<file path="config.mk">
export PLATFORM = sky130hd
export DESIGN_NAME = bram_preload_seq
export DESIGN_NICKNAME = d
export VERILOG_FILES = /design/src/rtl/bram_preload_seq.sv
export SDC_FILE = /design/constraint.sdc
export NUM_CORES = 1
export LEC_CHECK = 0
export BUFFER_PORTS_ARGS = -buffer_cell sky130_fd_sc_hd__clkbuf_2
export CORE_MARGIN = 8
export CORE_UTILIZATION = 44
export DETAILED_ROUTE_END_ITERATION = 10
export PLACE_DENSITY = 0.79
export SYNTH_ARGS = -nofsm -noshare
export SYNTH_HDL_FRONTEND = slang
export SYNTH_SLANG_ARGS = --single-unit
</file>
<file path="constraint.sdc">
create_clock -name clk_i -period 2.05 [get_ports clk_i]
set_clock_uncertainty 0.1 [all_clocks]
set_input_delay 0.1025 -clock clk_i [delete_from_list [all_inputs] [get_ports clk_i]]
set_output_delay 0.1025 -clock clk_i [all_outputs]
set_load 0.02 [all_outputs]
</file>
<file path="src/rtl/bram_preload_seq.sv">
// bram_preload_seq: streams WORD_CNT words from a valid/ready source into the BRAM preload (PL_*) chain.
// Define BRAM_PRELOAD_VERIFY_EN to add a readback pass that checks an 18-bit modular checksum.
module bram_preload_seq #(
    parameter int WADDR_W = 10,
    parameter int ID_W    = 9,
    parameter int DATA_W  = 18
) (
    input  logic              clk_i,
    input  logic              rst_i,
    input  logic              start_i,
    input  logic              abort_i,
    input  logic [ID_W-1:0]   tgt_id_i,
    input  logic              bcast_i,
    input  logic [WADDR_W-1:0] base_addr_i,
    input  logic [WADDR_W:0]  word_cnt_i,
    input  logic              s_valid_i,
    input  logic [DATA_W-1:0] s_data_i,
    output logic              s_ready_o,
    output logic              busy_o,
    output logic              done_o,
    output logic              error_o,
    output logic              pl_init_o,
    output logic              pl_ena_o,
    output logic              pl_wen_o,
    output logic              pl_ren_o,
    output logic [23:0]       pl_addr_o,
    output logic [DATA_W-1:0] pl_data_in_o,
    input  logic [DATA_W-1:0] pl_data_out_i
);
    typedef enum logic [1:0] {IDLE, WRITE, VERIFY, FIN} state_t;
    state_t state_q, state_d;
    logic [ID_W-1:0] id_q, id_d;
    logic bcast_q, bcast_d;
    logic [WADDR_W-1:0] base_q, base_d, addr_q, addr_d;
    logic [WADDR_W:0] cnt_q, cnt_d, rem_q, rem_d;
    logic [DATA_W-1:0] csum_q, csum_d, pl_din_q, pl_din_d;
    logic error_q, error_d, done_q, done_d;
    logic pl_init_q, pl_init_d, pl_ena_q, pl_ena_d, pl_wen_q, pl_wen_d, pl_ren_q, pl_ren_d;
    logic [23:0] pl_addr_q, pl_addr_d;
    logic hs, last;
`ifdef BRAM_PRELOAD_VERIFY_EN
    logic [DATA_W-1:0] rd_sum_q, rd_sum_d;
    logic rvalid_q, rvalid_d;
`else
    logic unused_rd;
    assign unused_rd = ^pl_data_out_i;
`endif
    // Gating ready with abort keeps a word from being accepted and then dropped.
    assign s_ready_o    = (state_q == WRITE) && !abort_i;
    assign busy_o       = state_q != IDLE;
    assign hs           = s_ready_o && s_valid_i;
    assign last         = rem_q == (WADDR_W + 1)'(1);
    assign done_o       = done_q;
    assign error_o      = error_q;
    assign pl_init_o    = pl_init_q;
    assign pl_ena_o     = pl_ena_q;
    assign pl_wen_o     = pl_wen_q;
    assign pl_ren_o     = pl_ren_q;
    assign pl_addr_o    = pl_addr_q;
    assign pl_data_in_o = pl_din_q;
    always_comb begin
        state_d  = state_q;
        id_d     = id_q;
        bcast_d  = bcast_q;
        base_d   = base_q;
        cnt_d    = cnt_q;
        addr_d   = addr_q;
        rem_d    = rem_q;
        csum_d   = csum_q;
        error_d  = error_q;
        done_d   = 1'b0;
        pl_ena_d = 1'b0;
        pl_wen_d = 1'b0;
        pl_ren_d = 1'b0;
        pl_din_d = '0;
`ifdef BRAM_PRELOAD_VERIFY_EN
        rvalid_d = pl_ren_q;
        rd_sum_d = rvalid_q ? rd_sum_q + pl_data_out_i : rd_sum_q;
`endif
        case (state_q)
            IDLE: if (start_i) begin
                id_d    = tgt_id_i;
                bcast_d = bcast_i;
                base_d  = base_addr_i;
                cnt_d   = word_cnt_i;
                addr_d  = base_addr_i;
                rem_d   = word_cnt_i;
                csum_d  = '0;
                error_d = 1'b0;
                state_d = (word_cnt_i == '0) ? FIN : WRITE;
`ifdef BRAM_PRELOAD_VERIFY_EN
                rd_sum_d = '0;
`endif
            end
            WRITE: begin
                pl_ena_d = 1'b1;
                if (hs) begin
                    pl_wen_d = 1'b1;
                    pl_din_d = s_data_i;
                    addr_d   = addr_q + 1'b1;
                    rem_d    = rem_q - 1'b1;
                    csum_d   = csum_q + s_data_i;
                    if (last) begin
                        state_d = FIN;
`ifdef BRAM_PRELOAD_VERIFY_EN
                        if (!bcast_q) begin
                            state_d = VERIFY;
                            addr_d  = base_q;
                            rem_d   = cnt_q;
                        end
`endif
                    end
                end
            end
`ifdef BRAM_PRELOAD_VERIFY_EN
            // Reads retire one cycle after issue; compare only once the pipe is empty.
            VERIFY: if (rem_q != '0) begin
                pl_ena_d = 1'b1;
                pl_ren_d = 1'b1;
                addr_d   = addr_q + 1'b1;
                rem_d    = rem_q - 1'b1;
            end else if (!pl_ren_q && !rvalid_q) begin
                error_d = rd_sum_q != csum_q;
                state_d = FIN;
            end
`endif
            FIN: begin
                done_d  = 1'b1;
                state_d = IDLE;
            end
            default: state_d = IDLE;
        endcase
        if (abort_i && state_q != IDLE) begin
            state_d  = IDLE;
            done_d   = 1'b0;
            pl_ena_d = 1'b0;
            pl_wen_d = 1'b0;
            pl_ren_d = 1'b0;
            pl_din_d = '0;
            error_d  = error_q;
        end
        pl_init_d = bcast_q && pl_ena_d;
        pl_addr_d = pl_ena_d ? 24'({id_q, 4'b0000, addr_q}) : '0;
    end
    always_ff @(posedge clk_i or posedge rst_i) begin
        if (rst_i) begin
            state_q   <= IDLE;
            id_q      <= '0;
            bcast_q   <= 1'b0;
            base_q    <= '0;
            cnt_q     <= '0;
            addr_q    <= '0;
            rem_q     <= '0;
            csum_q    <= '0;
            error_q   <= 1'b0;
            done_q    <= 1'b0;
            pl_init_q <= 1'b0;
            pl_ena_q  <= 1'b0;
            pl_wen_q  <= 1'b0;
            pl_ren_q  <= 1'b0;
            pl_addr_q <= '0;
            pl_din_q  <= '0;
`ifdef BRAM_PRELOAD_VERIFY_EN
            rd_sum_q  <= '0;
            rvalid_q  <= 1'b0;
`endif
        end else begin
            state_q   <= state_d;
            id_q      <= id_d;
            bcast_q   <= bcast_d;
            base_q    <= base_d;
            cnt_q     <= cnt_d;
            addr_q    <= addr_d;
            rem_q     <= rem_d;
            csum_q    <= csum_d;
            error_q   <= error_d;
            done_q    <= done_d;
            pl_init_q <= pl_init_d;
            pl_ena_q  <= pl_ena_d;
            pl_wen_q  <= pl_wen_d;
            pl_ren_q  <= pl_ren_d;
            pl_addr_q <= pl_addr_d;
            pl_din_q  <= pl_din_d;
`ifdef BRAM_PRELOAD_VERIFY_EN
            rd_sum_q  <= rd_sum_d;
            rvalid_q  <= rvalid_d;
`endif
        end
    end
endmodule

</file>
# Yosys cells after proc, flatten, opt, wreduce, memory -nomap -nowiden
# Index checks and enable logic that the tools add are counted.
[classes]
shift = 0
n_div = 0
addsub = 2
mux = 23
bitwise = 0
n_lt_le_gt_ge = 0
multipliers = 0
n_eq_ne = 8
n_reduce_logical = 12
[op_table]
columns = ["cell", "n"]
rows = [
  ["18-bit two-way mux", 3],
  ["23-bit two-way mux", 1],
  ["11-bit two-way mux", 2],
  ["11-bit one-hot mux with 2 select lines", 1],
  ["10-bit two-way mux", 2],
  ["10-bit one-hot mux with 2 select lines", 1],
  ["11-bit by 1-bit == test with 1-bit output, second input constant", 1],
  ["11-bit zero test", 1],
  ["11-bit by 1-bit subtractor with 11-bit output, second input constant", 1],
  ["10-bit by 1-bit adder with 10-bit output, second input constant", 1],
  ["2-bit two-way mux", 5],
  ["1-bit two-way mux", 7],
  ["3-bit by 2-bit != test with 1-bit output, second input constant", 2],
  ["3-bit AND reduction", 2],
  ["1-bit logical AND", 4],
  ["2-bit != test, second input constant", 2],
  ["2-bit one-hot mux with 2 select lines", 1],
  ["2-bit nonzero test", 2],
  ["3-bit != test, second input constant", 1],
  ["2-bit by 1-bit == test with 1-bit output, second input constant", 1],
  ["2-bit == test, second input constant", 1],
  ["2-bit zero test", 1],
  ["2-bit AND reduction", 1],
  ["1-bit zero test", 1],
]
[totals]
output_inout_bits = 50
mem_bits_ro = 0
n_memories = 0
ff_bits = 78
latchBits = 0
in_bits = 72
ramBits = 0
wordCells = 56

# Longest topological paths before layout
# Gate-level depths: netlist of the first run.
[depth]
word_depth = 6
mapped_depth = 7
mapped_depth_nobuf = 6

# Worst setup path after synthesis of the first run
# No wires, ideal clock.
[synth_timing]
path_type = "register to register"
start = "register rem_q[3]"
end = "register rem_q[9]"
setup_ns = 0.137
required_time_ns = 1.813
path_slack_ns = 0.117
path_stages_with_launch = 6
synth_period_minus_slack_ns = 1.933
path_buffers = 1
t_arrival_ns = 1.696
cell_sequence = "dfrtp_1 -> or4_1 -> buf_2 -> or3_4 -> o32ai_2 -> a21oi_1"
[synth_between]
elab_chain_cells = 3
[synth_lines]
columns = ["element", "line", "text"]
rows = [
  ["start: declaration", "35", "logic [WADDR_W:0] cnt_q, cnt_d, rem_q, rem_d;"],
  ["start signal: assignment", "174", "rem_q <= rem_d;"],
  ["11-bit by 1-bit subtractor with 11-bit output", "101", "rem_d = rem_q - 1'b1;"],
  ["11-bit two-way mux", "97", "if (hs) begin"],
  ["11-bit one-hot mux with 2 select lines", "80", "case (state_q)"],
]
# No other way between the ends. The select of a mux whose other input is x is not followed.
# A chain may end at the register's enable or synchronous reset.

# Worst setup path after layout of the first run
[layout_timing]
start = "register state_q[1]"
end = "register state_q[1]"
[layout_between]
elab_chain_cells = 5
word_cells_on_any_way = 12
cone_classes = "eq/ne (4); mux (2); reduce/logical (6)"
[layout_lines]
columns = ["element", "line", "text"]
rows = [
  ["start: declaration", "31", "state_t state_q, state_d;"],
  ["start signal: assignment", "168", "state_q <= state_d;"],
  ["2-bit by 1-bit == test with 1-bit output", "49, 80", ""],
  ["1-bit logical AND", "49", "assign s_ready_o = (state_q == WRITE) && !abort_i;"],
  ["1-bit logical AND", "51", "assign hs = s_ready_o && s_valid_i;"],
  ["3-bit by 2-bit != test with 1-bit output (no line)", "-", ""],
  ["3-bit AND reduction (no line)", "-", ""],
]
# Several ways; a longest one is shown, not always the timed one.

==> run metrics, run 1 <==
Fin. Hold Viols 0; CP max-delay cell dlygate4sd3_1; layout cell share with drive strength beyond 1 32.4%; Fillers 519; # diodes 0; critical path's largest stage delay 0.58 ns; Worst R2R Start state_q[1]$_DFFE_PP0P_; WS Path Type register to register; cts bufs inserted 9; Reg2Reg Setup Slack 0.07 ns; Initial Util 45.9%; Netlist cell types 39; initial antenna violation count 0; first-pass GRT wire length 14200 um; Multi-input gate area 1180 sq um; CP startpoint kind register; routed wire length 8630 um; DIE HEIGHT 100 um; Critical Path Start state_q[1]$_DFFE_PP0P_; # setup viols final 0; cell area after synthesis 3130 sq um; Mapped Cells 288; Power Dens Cells 940 nW/um^2; asr flop ratio synth 100%; worst path cell trace or2_2, nor2_1, buf_4, nand4_1, dlygate4sd3_1, nand2_1; Starting DRT DRC Count 155; Yosys warning count 0; Detailed Place HPWL 5290 um; die area 10100 sq um; min Tclk post-route 1.98 ns; # DRC 0; setup bufs post-CTS 0; CP endpoint kind register; sequential cell area fraction in the yosys report 59.1%; CTS sink cnt 74; chip width 100 um; setup TNS 0 ns; vias in the first global route 2881; Max Cap Viol 0; post-synth top area cell dfrtp_1; Routed WL per cell 16.2 um; Tcrit/Tclk final 96.6%; Via density 4.96; average cell area after synthesis 10.9 sq um; Congestion Overflow GR 0; CP arrival 2.16 ns; top cells by area, synth dfrtp_1, and2_1, a21oi_1, mux2_2, nand2_1; TritonRoute pass-1 iters 4; Routed Antenna Nets 0; Rows 30; vias 2651; clk slew on worst S/H paths 0.07 ns; status finished, final reports clean; Core Area 6830 sq um; CP Max Fanout 11; Yosys reg bits 74; HP Class input port to register; Area Growth Syn to Fin 41.2%; commonest register cell after synthesis dfrtp_1; fmax 0.505 GHz; gpl congestion 0.832; gr usage total 17.8%; port buffer count 96; CTS Buffer Depth 2; Worst Path Required 2.23 ns; final count of pins violating max slew 0; IO Pins 122; root buffer cell clkbuf_8; H-tree Lvls 3; Util after Layout 64.8%; largest net degree at the start of global routing 75; unrepaired setup endpoints after global routing false; CTS tree built; Clock Latency Late Sink 0.34 ns; Yosys top cell area share 59.1%; Final nets 509; hold path start base_addr_i[7]; EDFF count, synth 0; Worst VDD drop 369 uV; P_leak 2.15 nW; Storage cell area 1850 sq um
per-layer routing:
layer	wire (um)	track usage (%)
met4	160	6.28
met3	604	6.71
met1	3550	20.1
met5	0	0
met2	4320	30.2
Yosys cell counts (3+ instances only):
library cell	number
dfrtp_1	74
o22ai_1	7
nor3b_1	3
buf_4	8
nand4_1	3
a2bb2oi_1	4
nor2_1	11
o21ai_0	14
or2_2	3
clkbuf_1	15
o31ai_1	3
o32ai_1	4
inv_1	6
nand2_1	20
a21oi_1	25
and2_1	39
nand3_1	3
mux2_2	10
nor4_1	5
ha_1	3
nor3_1	5
where the power goes:
group | leakage (nW) | switching (mW) | internal, mW
logic | 1.11 | 0.614 | 0.484
clock network | 0.0941 | 0.527 | 0.584
registers | 0.941 | 0.223 | 1.73
what timing repair did:
item | 4_1_cts | 5_1_grt
resized for setup | 0 | 4
hold endpoints to repair | 121 | 1
endpoints found under the setup margin | 0 | 3
hold buffers | 49 | 1
registers in the layout, summed over array words and instances (netlist names):
signal,cells
addr_q,10
pl_ena_o,1
state_q,2
id_q,9
pl_addr_o,19
pl_wen_o,1
pl_init_o,1
pl_data_in_o,18
rem_q,11
done_o,1
bcast_q,1
final cells by class:
class	instances	share of cell area, %
Inverter	6	0.594
Timing Repair Buffer	154	23.7
Clock inverter	5	1.24
Tap cell	96	2.71
Clock buffer	10	3.11
Multi-Input combinational cell	189	26.7
Sequential cell	74	41.8
critical path: cells and delay by family (launching register included):
kind | cells | cell delay, ns
buffers and inverters | 2 | 0.79
and+or+nand+nor | 4 | 0.59
DFF | 1 | 0.44
logic make-up (layout without fill, tap and decap cells):
family          after synthesis  count (layout)  synth area share [%]
compound gates               66              66                  13.0
simple gates                103             103                  18.3
fa+ha+maj                     3               3                  1.20
flops                        74              74                  59.1
other cells                   1               7                 0.120
buf+inv                      31             175                  4.75
mux                          10              10                  3.59
stage by stage:
stage	instances	setup WS, ns	hold slack [ns]	power [mW]	cell area (sq um)
floorplan	294	0.117	0.0684	2.64	3160
global placement	470	0.183	0.128	2.90	3720
detailed placement	470	0.0638	0.146	2.96	3720
CTS	534	0.0473	0.000229	4.14	4410
global route	534	0.00541	0.00134	4.41	4430
finish	534	0.0691	0.0185	4.16	4430
final timing paths:
kind                                               to  depth (start not counted)
setup / recovery               state_q[1]$_DFFE_PP0P_                          6
hold / removal                  addr_q[7]$_DFFE_PP0P_                          3
setup reg to reg               state_q[1]$_DFFE_PP0P_                          6
hold reg to reg               pl_addr_o[15]$_DFF_PP0_                          1
max in group asynchronous     pl_addr_o[15]$_DFF_PP0_                          4
min in group asynchronous  pl_data_in_o[17]$_DFF_PP0_                          4
layout by cell type (no fill, tap or decap), types with 4 or more instances in the layout:
cell type / synthesis / routed
dfrtp_1: 74 / 74
conb_1: 1 / 7
nor2_1: 11 / 11
nor3_1: 5 / 4
clkbuf_2: 0 / 96
o22ai_1: 7 / 7
mux2_2: 10 / 10
nand2_1: 20 / 20
clkbuf_8: 0 / 10
buf_4: 8 / 8
dlygate4sd3_1: 0 / 49
a21oi_1: 25 / 25
inv_1: 6 / 5
o32ai_1: 4 / 4
o21ai_0: 14 / 14
and2_1: 39 / 39
a2bb2oi_1: 4 / 4
No activity file was read; power rests on OpenSTA's default activity.
==> inputs of run 2 (changes only) <==
- PLACE_DENSITY: 0.79 -> 0.83
==> run 2 against run 1 <==
  * Sequential cell count unchanged
  * Combinational power about the same
  * Clock-buffer cell count unchanged
  * Final cell count rose by 0.37%
  * Maximum frequency grew 3.0%
  * Critical path depth shrank 2
  * Core utilization rose by 1.1 points
  * Via count is 1.1% higher
  * Power is 8.2% higher
==> run metrics, run 2 (synthesis gave the netlist of run 1 again) <==
commonest cells after routing, fill and taps aside clkbuf_2, dfrtp_1, dlygate4sd3_1; setup bufs post-CTS 0; fmax 0.520 GHz; worst path cell trace or4_1, or3_4, o32ai_2, a21oi_1; Psw 1.35 mW; chip width 100 um; critical path's largest stage delay 0.54 ns; Power Dens Cells 1000 nW/um^2; IO Pins 122; Worst VDD drop 500 uV; Switching Fraction 30.0%; Placed Cells 470; Detailed Place HPWL 5240 um; HP Class input port to register; root buffer cell clkbuf_8; layout cell share with drive strength beyond 1 32.0%; first-pass GRT wire length 13000 um; # setup viols final 0; Max Cap Viol 0; hold depth 4; dpl cell area 3730 sq um; # DRC 0; Worst Path Required 2.17 ns; family with the most delay on the worst path simple AND/OR/NAND/NOR gates; Routed WL per cell 14.8 um; die area 10100 sq um; Congestion Overflow GR 0; Final nets 510; busiest grt layer met2; Util after Layout 65.9%; H-tree Lvls 3; port buffer count 96; CTS Buffer Depth 2; CTS sink cnt 74; clk slew on worst S/H paths 0.08 ns; Starting DRT DRC Count 163; Rows 30; CTS tree built; Buf+Inv Stages, Crit Path 0; Fin. Hold Viols 0; CP endpoint kind register; unrepaired setup endpoints after global routing false; CP max-delay cell or4_1; Initial Util 45.9%; Clock Latency Late Sink 0.34 ns; status finished, final reports clean; Worst Setup Slack post-DPL 0.0746 ns; depth of the worst register-to-register path 4; final count of pins violating max slew 0; final instance area 4500 sq um; vias 2681; DIE HEIGHT 100 um; Tcrit/Tclk final 93.9%; Worst path depth 4; Largest register FFs 19; total power 4.50 mW; TritonRoute pass-1 iters 4; WS Path Type register to register; CP arrival 2.04 ns; gr usage total 16.2%; Clk pwr share 32.7%; global routing met1 resource utilization 18.4%; met2 Use GR 28.3%; worst hold slack 0.0127 ns; Area Growth Syn to Fin 43.6%; Core Area 6830 sq um; Routed Antenna Nets 0; initial antenna violation count 0; CP startpoint kind register; CP Max Fanout 4; cts bufs inserted 9; P_leak 2.20 nW; gpl congestion 0.871; largest net degree at the start of global routing 45; min Tclk post-route 1.92 ns; internal power 3.15 mW; Via density 5.00; routed wire length 7930 um; combinational share of power 23.8%; vias in the first global route 2806; # diodes 0; Final Instance Count excl. Fillers 536; most common cell after layout, fill and taps aside clkbuf_2; Seq pwr share 43.5%; setup TNS 0 ns; final setup margin 0.126 ns; grt met3 use 4.78%
-- run 2: changes by cell type in the layout (fill, tap and decap cells not counted), sizes merged --
| cell | delta |
|---|---|
| clkinv | -1 |
| bufinv | +3 |
| inv | +1 |
| clkinvlp | -2 |
| dlygate4sd3 | +1 |
-- run 2: routing by layer --
| metal | part of all wire [%] | routed length (um) | vias up |
|---|---|---|---|
| met2 | 50 | 3930 | 106 |
| met4 | 1.9 | 149 | 0 |
| met5 | 0 | 0 | - |
| met1 | 42 | 3350 | 1280 |
| li1 | - | - | 1277 |
| met3 | 6.3 | 497 | 18 |
-- run 2: worst paths after layout --
kind | startpoint | end | slack, ns
min reg2reg | id_q[3]$_DFFE_PP0P_ | pl_addr_o[17]$_DFF_PP0_ | 0.38
max in group asynchronous | rst_i | rem_q[2]$_DFFE_PP0P_ | 1.22
min | word_cnt_i[4] | state_q[1]$_DFFE_PP0P_ | 0.01
min in group asynchronous | rst_i | pl_addr_o[21]$_DFF_PP0_ | 0.27
max | rem_q[3]$_DFFE_PP0P_ | rem_q[9]$_DFFE_PP0P_ | 0.13
max reg2reg | rem_q[3]$_DFFE_PP0P_ | rem_q[9]$_DFFE_PP0P_ | 0.13
-- run 2: cell type report --
| class | instances | area [sq um] |
|---|---|---|
| clock inverter | 6 | 138 |
| clock buffer | 10 | 128 |
| timing repair buffer | 155 | 1060 |
| inverter | 6 | 26.3 |
| tap | 96 | 120 |
| multi-input combinational | 189 | 1180 |
| sequential | 74 | 1850 |
| fill | 522 | 2330 |
-- run 2: power groups by stage --
stage	sequential, mW	clock (mW)	combinational [mW]
2_1_floorplan	1.99	0	0.649
3_3_place_gp	1.95	0	0.946
3_5_place_dp	1.97	0	0.982
4_1_cts	1.95	1.52	1.06
5_1_grt	2.00	1.56	1.19
6_report	1.96	1.47	1.07
-- run 2: timing repair --
item | 4_1_cts | 5_1_grt
setup endpoints to repair | 0 | 3
resized for setup | 0 | 2
hold buffers | 51 | 0
endpoints found under the hold margin | 123 | 0
-- run 2: worst register-to-register path, cell delays in order, from the launching register on --
cell     delay (ns)
dfrtp_1        0.40
or4_1          0.54
or3_4          0.39
o32ai_2        0.27
a21oi_1        0.10
